$ cat config.mk
export PLATFORM = sky130hd
export DESIGN_NAME = mode_indicator
export DESIGN_NICKNAME = d
export VERILOG_FILES = /design/src/rtl/mode_ind_pkg.sv /design/src/rtl/sel_debounce.sv /design/src/rtl/mode_indicator.sv
export SDC_FILE = /design/constraint.sdc
export NUM_CORES = 1
export LEC_CHECK = 0
export ABC_AREA = 1
export CAP_MARGIN = 25
export CORE_MARGIN = 1
export CORE_UTILIZATION = 62
export DETAILED_ROUTE_END_ITERATION = 16
export PLACE_DENSITY = 0.94
export SYNTH_ARGS = -nofsm -noshare
export SYNTH_HDL_FRONTEND = slang
export SYNTH_SLANG_ARGS = --single-unit
$ cat constraint.sdc
create_clock -name clk -period 3.6 [get_ports clk]
set_input_delay 0.72 -clock clk [delete_from_list [all_inputs] [get_ports clk]]
set_output_delay 0.72 -clock clk [all_outputs]
set_load 0.02 [all_outputs]
$ cat src/rtl/mode_ind_pkg.sv
// Shared types and limits for the front-panel mode indicator.
package mode_ind_pkg;
  typedef enum logic {STABLE, SETTLE} deb_state_t;
  typedef enum logic {STEADY, BLINK} blink_state_t;

  localparam int MAX_MODES = 16;

  // Counter width able to hold 0..limit-1, never narrower than one bit
  function automatic int cnt_w(input int limit);
    return (limit > 1) ? $clog2(limit) : 1;
  endfunction
endpackage

$ cat src/rtl/sel_debounce.sv
// Two-flop synchroniser plus debounce FSM; strobes commit once a candidate
// has been seen DEBOUNCE_CYCLES further times without change.
module sel_debounce
  import mode_ind_pkg::*;
#(
  parameter int SEL_W           = 1,
  parameter int DEBOUNCE_CYCLES = 1000000
) (
  input  logic             clk,
  input  logic             rst,
  input  logic [SEL_W-1:0] sel,
  output logic             commit,
  output logic [SEL_W-1:0] cand
);
  localparam int CNT_W = cnt_w(DEBOUNCE_CYCLES);
  localparam logic [CNT_W-1:0] CNT_LAST = CNT_W'(DEBOUNCE_CYCLES - 1);

  logic [SEL_W-1:0] sync1, sel_s, cand_nxt;
  logic [CNT_W-1:0] cnt, cnt_nxt;
  deb_state_t       state, state_nxt;

  always_ff @(posedge clk) begin
    if (rst) begin
      sync1 <= '0;
      sel_s <= '0;
      cand  <= '0;
      cnt   <= '0;
      state <= STABLE;
    end else begin
      sync1 <= sel;
      sel_s <= sync1;
      cand  <= cand_nxt;
      cnt   <= cnt_nxt;
      state <= state_nxt;
    end
  end

  always_comb begin
    state_nxt = state;
    cand_nxt  = cand;
    cnt_nxt   = cnt;
    commit    = 1'b0;
    case (state)
      STABLE: begin
        if (sel_s != cand) begin
          cand_nxt  = sel_s;
          cnt_nxt   = '0;
          state_nxt = SETTLE;
        end
      end
      SETTLE: begin
        // Any bounce restarts the whole window on the new value
        if (sel_s != cand) begin
          cand_nxt = sel_s;
          cnt_nxt  = '0;
        end else if (cnt == CNT_LAST) begin
          cnt_nxt   = '0;
          commit    = 1'b1;
          state_nxt = STABLE;
        end else begin
          cnt_nxt = cnt + CNT_W'(1);
        end
      end
      default: state_nxt = STABLE;
    endcase
  end
endmodule

$ cat src/rtl/mode_indicator.sv
// Debounced mode select with one-hot LED indicator; define MODE_IND_BLINK_EN
// to blink the newly selected LED after each mode change.
module mode_indicator
  import mode_ind_pkg::*;
#(
  parameter int N_MODES           = 2,
  parameter int SEL_W             = $clog2(N_MODES),
  parameter int DEBOUNCE_CYCLES   = 1000000,
  parameter int BLINK_HALF_CYCLES = 12500000,
  parameter int BLINK_TOGGLES     = 6
) (
  input  logic               clk,
  input  logic               rst,
  input  logic [SEL_W-1:0]   sel,
  output logic [SEL_W-1:0]   mode,
  output logic               mode_change,
  output logic               sel_err,
  output logic [N_MODES-1:0] led
);
  if (N_MODES < 2 || N_MODES > MAX_MODES || DEBOUNCE_CYCLES < 1 ||
      BLINK_HALF_CYCLES < 1 || BLINK_TOGGLES < 2 || (BLINK_TOGGLES % 2) != 0) begin : g_bad_param
    $error("mode_indicator: illegal parameter set");
  end

  localparam logic [SEL_W:0]     N_LIM = (SEL_W + 1)'(N_MODES);
  localparam logic [N_MODES-1:0] ONE   = N_MODES'(1);

  logic             commit, legal, chg;
  logic [SEL_W-1:0] cand, mode_nxt;

  sel_debounce #(
    .SEL_W          (SEL_W),
    .DEBOUNCE_CYCLES(DEBOUNCE_CYCLES)
  ) u_deb (
    .clk   (clk),
    .rst   (rst),
    .sel   (sel),
    .commit(commit),
    .cand  (cand)
  );

  always_comb begin
    legal    = {1'b0, cand} < N_LIM;
    chg      = commit && legal && (cand != mode);
    mode_nxt = chg ? cand : mode;
  end

  always_ff @(posedge clk) begin
    if (rst) begin
      mode        <= '0;
      mode_change <= 1'b0;
      sel_err     <= 1'b0;
    end else begin
      mode        <= mode_nxt;
      mode_change <= chg;
      if (commit) sel_err <= !legal;
    end
  end

`ifdef MODE_IND_BLINK_EN
  localparam int HALF_W = cnt_w(BLINK_HALF_CYCLES);
  localparam int TOG_W  = cnt_w(BLINK_TOGGLES);
  localparam logic [HALF_W-1:0] HALF_LAST = HALF_W'(BLINK_HALF_CYCLES - 1);
  // Entry into BLINK is the first toggle, so the last counted one is T-2
  localparam logic [TOG_W-1:0]  TOG_LAST  = TOG_W'(BLINK_TOGGLES - 2);

  blink_state_t      bstate, bstate_nxt;
  logic [HALF_W-1:0] half_cnt, half_nxt;
  logic [TOG_W-1:0]  tog_cnt, tog_nxt;
  logic              lit, lit_nxt;

  always_ff @(posedge clk) begin
    if (rst) begin
      bstate   <= STEADY;
      half_cnt <= '0;
      tog_cnt  <= '0;
      lit      <= 1'b1;
      led      <= ONE;
    end else begin
      bstate   <= bstate_nxt;
      half_cnt <= half_nxt;
      tog_cnt  <= tog_nxt;
      lit      <= lit_nxt;
      led      <= lit_nxt ? (ONE << mode_nxt) : '0;
    end
  end

  always_comb begin
    bstate_nxt = bstate;
    half_nxt   = half_cnt;
    tog_nxt    = tog_cnt;
    lit_nxt    = lit;
    if (chg) begin
      bstate_nxt = BLINK;
      half_nxt   = '0;
      tog_nxt    = '0;
      lit_nxt    = 1'b0;
    end else if (bstate == BLINK) begin
      if (half_cnt == HALF_LAST) begin
        half_nxt = '0;
        if (tog_cnt == TOG_LAST) begin
          bstate_nxt = STEADY;
          lit_nxt    = 1'b1;
        end else begin
          tog_nxt = tog_cnt + TOG_W'(1);
          lit_nxt = !lit;
        end
      end else begin
        half_nxt = half_cnt + HALF_W'(1);
      end
    end
  end
`else
  always_ff @(posedge clk) begin
    if (rst) led <= ONE;
    else     led <= ONE << mode_nxt;
  end
`endif
endmodule

; Word-level counts from Yosys, hierarchy flattened
; Index checks and enable logic that the tools add are counted.
[classes]
addsub = 1
eq_ne = 4
n_shift = 1
mux = 13
bitwise_logic = 1
reduce_logical = 1
[ops]
columns = operator, n
row1 = 20-bit 2-to-1 mux, 3
row2 = 20-bit one-hot mux with 2 select lines, 1
row3 = "20-bit by 1-bit adder with 20-bit output, second input constant", 1
row4 = "20-bit equality test, second input constant", 1
row5 = 1-bit 2-to-1 mux, 8
row6 = 1-bit inequality test, 2
row7 = "2-bit by 1-bit inequality test with 1-bit output, second input constant", 1
row8 = 1-bit one-hot mux with 2 select lines, 1
row9 = "1-bit by 1-bit << shifter with 2-bit output, first input constant", 1
row10 = 1-bit logical AND, 1
row11 = 1-bit inverter, 1
[word_totals]
reg_bits = 28
in_bits = 3
output_inout_bits = 5
elab_cells = 29

; Depth between registers and ports, before layout
[logic_depth]
depth_word = 7
mapped_depth = 10

; Hierarchy
; From an unflattened synthesis, not the netlist that was laid out.
[unflattened]
cells_unflattened = 237
area_unflattened_um2 = 1620.3
[modules_own_cells]
columns = module, n_inst, cells_each, area_each_um2, seq_area_each_um2
row1 = sel_debounce, 1, 218, 1487.7, 480.5
row2 = mode_indicator, 1, 19, 132.6, 60.1

; Worst setup path after synthesis
; Ideal clock, no wire load.
[synth_path]
path_type = register to register
start = register u_deb.cnt[0]
end = register u_deb.cnt[0]
setup_time_ps = 115
arrival_ps = 1422
required_time_ps = 3485
setup_slack_ps = 2063
stages_incl_launch_ff = 9
n_path_buf = 1
period_less_slack_ps = 1537
path_cell_list = dfxtp_1 ha_1 nand3_2 nor2_4 nand3_2 nand2_2 inv_2 buf_6 o21a_1
[synth_via]
elab_chain_len = 4
elab_cells_between_ends = 5
cone_classes = add/sub (1) / eq/ne (1) / mux (3)
[synth_lines]
columns = element, line_no
row1 = start: declaration, sel_debounce.sv:19  ; logic [CNT_W-1:0] cnt, cnt_nxt;
row2 = start signal: assignment, sel_debounce.sv:33  ; cnt <= cnt_nxt;
row3 = 20-bit by 1-bit adder with 20-bit output or 20-bit equality test (tied branches), "sel_debounce.sv:61, sel_debounce.sv:56"
row4 = 20-bit 2-to-1 mux *, sel_debounce.sv:56  ; end else if (cnt == CNT_LAST) begin
row5 = 20-bit 2-to-1 mux *, sel_debounce.sv:53  ; if (sel_s != cand) begin
row6 = 20-bit one-hot mux with 2 select lines *, sel_debounce.sv:43  ; case (state)
; Every way passes the cells marked *; elsewhere a longest branch is shown, timed or not.
; A chain may end at the register's enable or synchronous reset.

==> reports/summary.txt <==
Synthesized Nets - 228
FILL cells - 200
WP data arrival - 1.35 ns
Tmin final - 2.07 ns
critical path's largest stage delay - 0.61 ns
leakage power - 0.000580 uW
Pre-antenna DRT Iters - 4
Crit. End Element - output pin
Layout Skew - 0.0178 ns
Die X - 50.4 um
Hold Path Depth - 2
CTS tree - built
Post-CTS Setup Bufs - 0
H-tree depth - 1
layout cell share with drive strength beyond 1 - 0.0742
routed wl met3 - 112 um
cts bufs inserted - 3
unrepaired setup endpoints after global routing - no
Reg clk slew, reported paths - 0.16 ns
highest routing layer actually used - met4
Buffers & Inverters on Critical Path - 1
Routed Antenna Nets - 0
FF+latch count, synth - 27
Cell Chain, Critical Path - clkdlybuf4s50_1
DRC errors left - 0
Worst Path Required - 2.88 ns
total negative setup slack - 0 ns
initial drt markers - 31
Max Cap Viol - 0
crit path max fanout - 3
final period utilization - 0.574
Final Max Slew Viols - 0
CTS resizes - 0
# nets final - 234
fmax - 0.484 GHz
r2r startpoint - u_deb.cnt[0]
met1 WL - 1480 um
height of the die - 50.4 um
Root Buffer - clkbuf_4
Crit path max-delay family - buffers and inverters
Final Util - 0.700
outcome - completed
dpl ws - 1.54 ns
antenna violations before repair - 0
Netlist cell types - 25
Cell Area, Synth - 1450 sq um
met2 wire len - 1310 um
Ys Warns - 0
post-route setup slack - 1.53 ns
clk sinks - 27
# port buffers - 6
Hold EP - u_deb.sel_s
dpl hpwl - 2140 um
vias in the first global route - 1,216
GRT Resource Usage Total - 0.272
# hold bufs at CTS - 0
most frequent cells in the layout - nand2_1 (66), nor2_1 (28), dfxtp_1 (27)
# setup viols final - 0
die area - 2540 sq um
global-route wire length before repair - 5200 um
clk buf depth - 2
Area growth syn-to-layout - 6.63%
WL per Instance - 11.6 um
Antenna Cells - 0
Initial Util - 0.657
largest net degree at the start of global routing - 20
sequential-to-total area share from yosys stat - 0.372
commonest non-fill, non-tap cell in the layout - nand2_1
num rows - 17
total power - 483 uW
Hold WS - 0.431 ns
hold_sp - u_deb.sync1
slowest library cell on the worst path - clkdlybuf4s50_1
num ports - 8
Critical Path Start Type - register
pwr dens - 312 nW/um^2
Mapped Cells - 224
Hold Vio Cnt, Final - 0
WS Path Type - reg2out
peak supply drop - 0.000246 V
vias per cell - 5.32
r2r endpoint - u_deb.cnt[3]
hold crit path type - reg2reg
gr ovfl total - 0
Post-Syn Area per Cell - 6.49 sq um
Clk Latency, worst-skew pair - 0.34 ns
Placer Congestion - 0.958
final WL - 2980 um
core area - 2210 sq um
worst r2r path cells - 8
Reg2Reg Setup Slack - 1.87 ns
total number of vias - 1,366
-- worst max-delay path by stage --
stage	startpoint	end	slack, ns	cells after the start
2_1_floorplan	u_deb.cnt[0]	u_deb.cnt[0]	2.06	8
3_3_place_gp	rst	register	1.60	5
3_5_place_dp	rst	register	1.54	5
4_1_cts	register	led[1]	1.53	1
5_1_grt	register	mode	1.50	1
6_report	register	mode	1.53	1
-- flip-flops by register name, indices dropped and copies added, names as in the netlist, named ones only --
register     count
u_deb.cand       1
u_deb.sync1      1
mode_change      1
u_deb.cnt       20
u_deb.state      1
led              1
u_deb.sel_s      1
-- routing by layer --
metal / vias to the layer above / GRT usage
met1: 610 / 0.380
met3: 13 / 0.0273
met2: 37 / 0.416
li1: 706 / -
met5: - / 0
met4: 0 / 0.134
-- final cells by class --
type                    instances  area, sq um  area share
clock buffers                   3         22.5      0.0145
clock inverters                 1         7.51     0.00485
inverters                      26         97.6      0.0630
multi-input cells             164          771       0.498
flip-flops and latches         27          541       0.349
well taps                      28         35.0      0.0226
repair buffers                  8         75.1      0.0485
-- where the power goes --
group          leakage (uW)  total [uW]  switching (uW)  internal, uW
registers          0.000218         306            3.38           302
clock network     0.0000139         139            95.9          42.7
logic              0.000348        38.7            27.6          11.1
-- cells by family (layout without fill, tap and decap cells) --
group                      after synthesis  in the layout  share of synthesized area
DFF                                     27             27                      0.372
AOI/OAI and AO/OA                       31             31                      0.110
buffers and inverters                   33             38                     0.0973
and+or+nand+nor                        124            124                      0.367
other                                    1              1                    0.00258
adders and majority gates                1              1                    0.00861
xor gates and xnor gates                 7              7                     0.0422
-- through the flow --
| stage | instances | cell area (sq um) |
|---|---|---|
| detailed placement | 253 | 1520 |
| global route | 257 | 1550 |
| CTS | 257 | 1550 |
| global placement | 253 | 1520 |
| floorplan | 224 | 1450 |
| finish | 257 | 1550 |
-- Yosys cell counts (all sizes together) --
| cell type | count | area share |
|---|---|---|
| o21bai | 1 | 0.0052 |
| xor2 | 5 | 0.030 |
| nor2 | 33 | 0.10 |
| inv | 24 | 0.062 |
| buf | 5 | 0.025 |
| o21a | 1 | 0.0052 |
| nor3 | 6 | 0.021 |
| clkbuf | 2 | 0.0052 |
| conb | 1 | 0.0026 |
| nand4 | 1 | 0.0043 |
| nand3 | 16 | 0.062 |
| a21oi | 19 | 0.065 |
| nand2 | 68 | 0.18 |
| ha | 1 | 0.0086 |
| xnor2 | 2 | 0.012 |
| dfxtp | 27 | 0.37 |
| clkinv | 2 | 0.0052 |
| o21ai | 10 | 0.034 |
(Power assumes the default switching activity.)
